--- config.mk ---
export PLATFORM = sky130hd
export DESIGN_NAME = wr_ptr_handler
export DESIGN_NICKNAME = d
export VERILOG_FILES = /design/src/rtl/fifo_pkg.sv /design/src/rtl/wr_ptr_handler_gray2bin.sv /design/src/rtl/wr_ptr_handler.sv
export SDC_FILE = /design/constraint.sdc
export NUM_CORES = 1
export LEC_CHECK = 0
export CAP_MARGIN = 15
export CELL_PAD_IN_SITES_DETAIL_PLACEMENT = 0
export CELL_PAD_IN_SITES_GLOBAL_PLACEMENT = 2
export CORE_ASPECT_RATIO = 1.5
export CORE_MARGIN = 2
export CORE_UTILIZATION = 30
export CTS_CLUSTER_SIZE = 14
export DETAILED_ROUTE_END_ITERATION = 12
export PLACE_DENSITY_LB_ADDON = 0.05
export SLEW_MARGIN = 20
export SYNTH_ARGS = -nofsm -noshare
export SYNTH_HDL_FRONTEND = slang
export SYNTH_SLANG_ARGS = --single-unit
--- constraint.sdc ---
create_clock -name i_clk -period 5.4 [get_ports i_clk]
set_clock_uncertainty 0.15 [all_clocks]
set_input_delay 1.62 -clock i_clk [delete_from_list [all_inputs] [get_ports i_clk]]
set_output_delay 1.62 -clock i_clk [all_outputs]
set_load 0.02 [all_outputs]
--- src/rtl/fifo_pkg.sv ---
// Pointer helpers shared by the write-side and read-side handlers of the async FIFO.
package fifo_pkg;

    localparam int PTR_WIDTH_DFLT = 3;

    typedef logic [PTR_WIDTH_DFLT:0] ptr_t;

    function automatic int depth_of(input int ptr_width);
        return 1 << ptr_width;
    endfunction

    // Generic over widths up to 32: callers zero-extend and truncate the result.
    function automatic logic [31:0] bin2gray(input logic [31:0] b);
        return b ^ (b >> 1);
    endfunction

    function automatic logic [31:0] gray2bin(input logic [31:0] g);
        logic [31:0] b;
        b[31] = g[31];
        for (int i = 30; i >= 0; i--) begin
            b[i] = b[i+1] ^ g[i];
        end
        return b;
    endfunction

endpackage

--- src/rtl/wr_ptr_handler_gray2bin.sv ---
// Combinational Gray-to-binary converter: each binary bit is the XOR of all Gray bits at or above it.
module gray2bin #(
    parameter int W = 4
) (
    input  logic [W-1:0] i_gray,
    output logic [W-1:0] o_bin
);

    for (genvar i = 0; i < W; i++) begin : g_bit
        assign o_bin[i] = ^i_gray[W-1:i];
    end

endmodule

--- src/rtl/wr_ptr_handler.sv ---
// Write-domain pointer and flag logic of the async FIFO; flags are computed against the
// read Gray pointer already synchronised into this clock domain, so they err toward full.
module wr_ptr_handler
    import fifo_pkg::*;
#(
    parameter int PTR_WIDTH = 3,
    parameter int AF_THRESH = 6
) (
    input  logic                 i_clk,
    input  logic                 i_rstn,
    input  logic                 i_en,
    input  logic [PTR_WIDTH:0]   i_g_rd_ptr,
    input  logic                 i_clr_ovf,
    output logic [PTR_WIDTH:0]   o_b_wr_ptr,
    output logic [PTR_WIDTH:0]   o_g_wr_ptr,
    output logic                 o_full,
    output logic                 o_almost_full,
    output logic [PTR_WIDTH:0]   o_wr_level,
    output logic                 o_overflow
);

    localparam int PW    = PTR_WIDTH + 1;
    localparam int DEPTH = depth_of(PTR_WIDTH);
    localparam logic [PTR_WIDTH:0] AF_V = PW'(AF_THRESH);

    if (PTR_WIDTH < 2 || AF_THRESH < 1 || AF_THRESH > DEPTH) begin : g_param_check
        $error("wr_ptr_handler: illegal PTR_WIDTH/AF_THRESH combination");
    end

    logic [PTR_WIDTH:0] r_b_wr_ptr;
    logic [PTR_WIDTH:0] r_g_wr_ptr;
    logic               r_full;
    logic               r_almost_full;
    logic [PTR_WIDTH:0] r_wr_level;
    logic               r_overflow;

    logic               w_we;
    logic [PTR_WIDTH:0] w_nxt_b;
    logic [PTR_WIDTH:0] w_nxt_g;
    logic [PTR_WIDTH:0] w_rd_b;
    logic [PTR_WIDTH:0] w_lvl_n;
    logic               w_full_n;
    logic               w_af_n;

    gray2bin #(.W(PW)) u_rd_g2b (
        .i_gray (i_g_rd_ptr),
        .o_bin  (w_rd_b)
    );

    assign w_we    = i_en & ~r_full;
    assign w_nxt_b = r_b_wr_ptr + {{PTR_WIDTH{1'b0}}, w_we};
    assign w_nxt_g = PW'(bin2gray(32'(w_nxt_b)));

    // Full in Gray terms: top two bits inverted, remaining bits equal to the read pointer.
    assign w_full_n = (w_nxt_g == {~i_g_rd_ptr[PTR_WIDTH:PTR_WIDTH-1], i_g_rd_ptr[PTR_WIDTH-2:0]});
    assign w_lvl_n  = w_nxt_b - w_rd_b;
    assign w_af_n   = (w_lvl_n >= AF_V);

    always_ff @(posedge i_clk or negedge i_rstn) begin
        if (!i_rstn) begin
            r_b_wr_ptr    <= '0;
            r_g_wr_ptr    <= '0;
            r_full        <= 1'b0;
            r_almost_full <= 1'b0;
            r_wr_level    <= '0;
            r_overflow    <= 1'b0;
        end else begin
            r_b_wr_ptr    <= w_nxt_b;
            r_g_wr_ptr    <= w_nxt_g;
            r_full        <= w_full_n;
            r_almost_full <= w_af_n;
            r_wr_level    <= w_lvl_n;
            // A rejected write sets the sticky flag even when a clear is requested.
            if (i_en & r_full) begin
                r_overflow <= 1'b1;
            end else if (i_clr_ovf) begin
                r_overflow <= 1'b0;
            end
        end
    end

    assign o_b_wr_ptr    = r_b_wr_ptr;
    assign o_g_wr_ptr    = r_g_wr_ptr;
    assign o_full        = r_full;
    assign o_almost_full = r_almost_full;
    assign o_wr_level    = r_wr_level;
    assign o_overflow    = r_overflow;

endmodule

==> impl_metrics.env <==
export IMPL_cap_violations=0
export IMPL_cts_root_buf="clkbuf_4"
export IMPL_outcome="finished, final reports clean"
export IMPL_hold_depth=2
export IMPL_worst_ep_required_time_ns=5.40
export IMPL_clk_latency_ns=0.27
export IMPL_layout_commonest_cell="clkdlybuf4s50_1"
export IMPL_syn_num_nets=74
export IMPL_ir_worst_vdd_v=0.000349
export IMPL_cts_tree="built"
export IMPL_grtUsageTotal=0.114
export IMPL_ios=23
export IMPL_reg2reg_depth=8
export IMPL_num_antenna_cells=0
export IMPL_fillers=204
export IMPL_worst_pin_slew_ns=0.613
export IMPL_ys_warn_count=0
export IMPL_p_per_area_nw_per_um2=770
export IMPL_dieArea_um2=2790
export IMPL_endpoint="o_almost_full"
export IMPL_hp_class="reg -> reg"
export IMPL_drc=0
export IMPL_crit_slowest_cell="fa_1"
export IMPL_post_drt_wl_per_cell_um=12.3
export IMPL_drt_pass1_iter_count=2
export IMPL_grt_max_degree=15
export IMPL_regToRegSetupSlack_ns=3.08
export IMPL_pwr_share_comb=0.651
export IMPL_overflow=0
export IMPL_clkTransAtPathRegs_ns=0.08
export IMPL_arrival_ns=3.85
export IMPL_switching_share=0.422
export IMPL_die_w_um=43.8
export IMPL_via_per_inst=4.51
export IMPL_synth_top_cell_area_share=0.491
export IMPL_cts_setup_buffers=0
export IMPL_fin_ws_ns=1.55
export IMPL_grt_pass1_vias=509
export IMPL_syn_area_um2=713
export IMPL_slew_headroom=0.590
export IMPL_clockBufferDepth=2
export IMPL_initial_core_util=0.319
export IMPL_power_switching_w=0.000322
export IMPL_place_gp_congestion=0.646
export IMPL_slowest_delay_ns=0.51
export IMPL_yosysSeqAreaShare=0.491
export IMPL_hold_violations=0
export IMPL_core_um2=2230
export IMPL_worstPathCellList="clkdlybuf4s50_1 > xnor2_1 > xor2_1 > xnor2_1 > ha_1 > fa_1 > inv_1 > a22oi_1 > o211ai_1"
export IMPL_crit_path_start="i_g_rd_ptr[3]"
export IMPL_num_vias=487
export IMPL_final_cell_mix="22 x clkdlybuf4s50_1, 14 x dfrtp_1, 8 x xnor2_1, 8 x inv_1, 7 x xor2_1"
export IMPL_rr_endpoint="o_almost_full"
export IMPL_critical_path_endpoint_type="register"
export IMPL_rsz0062_at_grt="no"
export IMPL_cts_sinks=14
export IMPL_rows=21
export IMPL_fmax_ghz=0.260
export IMPL_finalSetupViolCount=0
export IMPL_synth_top_area_cell="dfrtp_1"
export IMPL_setup_tns_ns=0
export IMPL_drt_iter0_drc=4
export IMPL_cts_resized=0
export IMPL_portBuffers=22
export IMPL_drtAntennaViolNets=0
export IMPL_place_hpwl_um=1070
export IMPL_synthCells=60
export IMPL_drv_slew=0
export IMPL_h_tree_depth=1
export IMPL_antenna_found_initial=0
export IMPL_fp_dieH_um=63.7
export IMPL_p_leak_nw=0.457
export IMPL_numCtsBuffers=3
export IMPL_critPathLaunchType="input port"
export IMPL_nets=100
export IMPL_dp_slack_ns=1.24
export IMPL_post_route_period_util=0.712
export IMPL_routed_wirelength_um=1330
export IMPL_drive_above_1_share=0.0588
export IMPL_crit_type="in -> reg"
export IMPL_period_needed_ns=3.85
export IMPL_synth_cell_type_count=21
export IMPL_grt_pass1_wl_um=2250
export IMPL_critPathMaxFanout=3
export IMPL_synth_area_leaders="dfrtp_1 49%, xnor2_1 9.8%, ha_1 8.8%"
export IMPL_r2r_start="o_full"
export IMPL_syn_mean_instance_area_um2=11.9
export IMPL_synthToLayoutAreaGrowth_pct=38.9
export IMPL_synth_seq_cells=14
export IMPL_pwr_share_clk=0.096
export IMPL_hold_buffers=0
export IMPL_crit_path_frequent_cell="xnor2_1"
export IMPL_pwr_share_seq=0.253
export IMPL_p_int_w=0.000441
[state kept, by name, indices dropped and copies added, names as in the netlist]
signal / flops
o_almost_full: 1
o_wr_level: 4
o_g_wr_ptr: 3
o_full: 1
o_overflow: 1
o_b_wr_ptr: 4
[cell families (layout without fill, tap and decap cells)]
| kind of cell | after synthesis | after routing | synth area share |
|---|---|---|---|
| flip-flops | 14 | 14 | 0.491 |
| XOR/XNOR | 16 | 16 | 0.207 |
| AND/OR/NAND/NOR | 6 | 6 | 0.0439 |
| adder cells (fa/ha/maj) | 6 | 6 | 0.116 |
| AO/OA/AOI/OAI | 9 | 9 | 0.0895 |
| buffers and inverters | 9 | 34 | 0.0526 |
[synthesized netlist by cell type, drive strengths merged]
library cell / n
dfrtp: 14
inv: 8
xnor2: 8
xor2: 8
ha: 5
a21oi: 2
nor3: 2
a211o: 1
a21boi: 1
a21o: 1
a22oi: 1
and3: 1
buf: 1
fa: 1
nand2: 1
nand3: 1
nor2b: 1
o211a: 1
o211ai: 1
o21ai: 1
[routing by layer]
layer / track usage / wire length, µm
met5: 0 / 0
met4: 0.102 / 52
met3: 0.00860 / 42
met2: 0.188 / 739
met1: 0.122 / 492
[per-stage QoR]
stage               instance area (µm²)  hold WS, ns  utilization  power (W)  std cells
finish                              991        0.374        0.444   0.000763        108
global route                        991        0.403        0.444   0.000837        108
CTS                                 991        0.382        0.444   0.000779        108
detailed placement                  955        0.364        0.427   0.000702        104
global placement                    955        0.359        0.427   0.000700        104
floorplan                           713        0.444            -   0.000529         60
[worst min path at each step]
stage | from | end | slack (ns)
5_1_grt | o_overflow | o_overflow | 0.40
2_1_floorplan | o_full | o_overflow | 0.44
4_1_cts | o_overflow | o_overflow | 0.38
3_3_place_gp | o_full | o_overflow | 0.36
3_5_place_dp | o_full | o_overflow | 0.36
6_report | o_full | o_overflow | 0.37
[final cells by class]
type	count	area, µm²	share of cell area
multi-input combinational	37	325	0.328
sequential	14	350	0.354
inverter	8	30.0	0.0303
timing repair buffer	22	220	0.222
tap	23	28.8	0.0290
clock buffer	4	36.3	0.0366
[power groups by stage]
| stage | Combinational, W | Clock (W) | Sequential [W] |
|---|---|---|---|
| floorplan | 0.000268 | 0 | 0.000262 |
| global placement | 0.000506 | 0 | 0.000194 |
| detailed placement | 0.000506 | 0 | 0.000196 |
| CTS | 0.000509 | 0.0000759 | 0.000194 |
| global route | 0.000552 | 0.0000847 | 0.000200 |
| finish | 0.000497 | 0.0000730 | 0.000193 |
[worst max-delay path: cells and delay by family]
family	cells	cell delay, ns
buffers and inverters	2	0.51
AO/OA/AOI/OAI	2	0.28
XOR/XNOR	3	0.71
adder cells (fa/ha/maj)	2	0.72
Note: power is estimated with default switching activity, not from simulation.
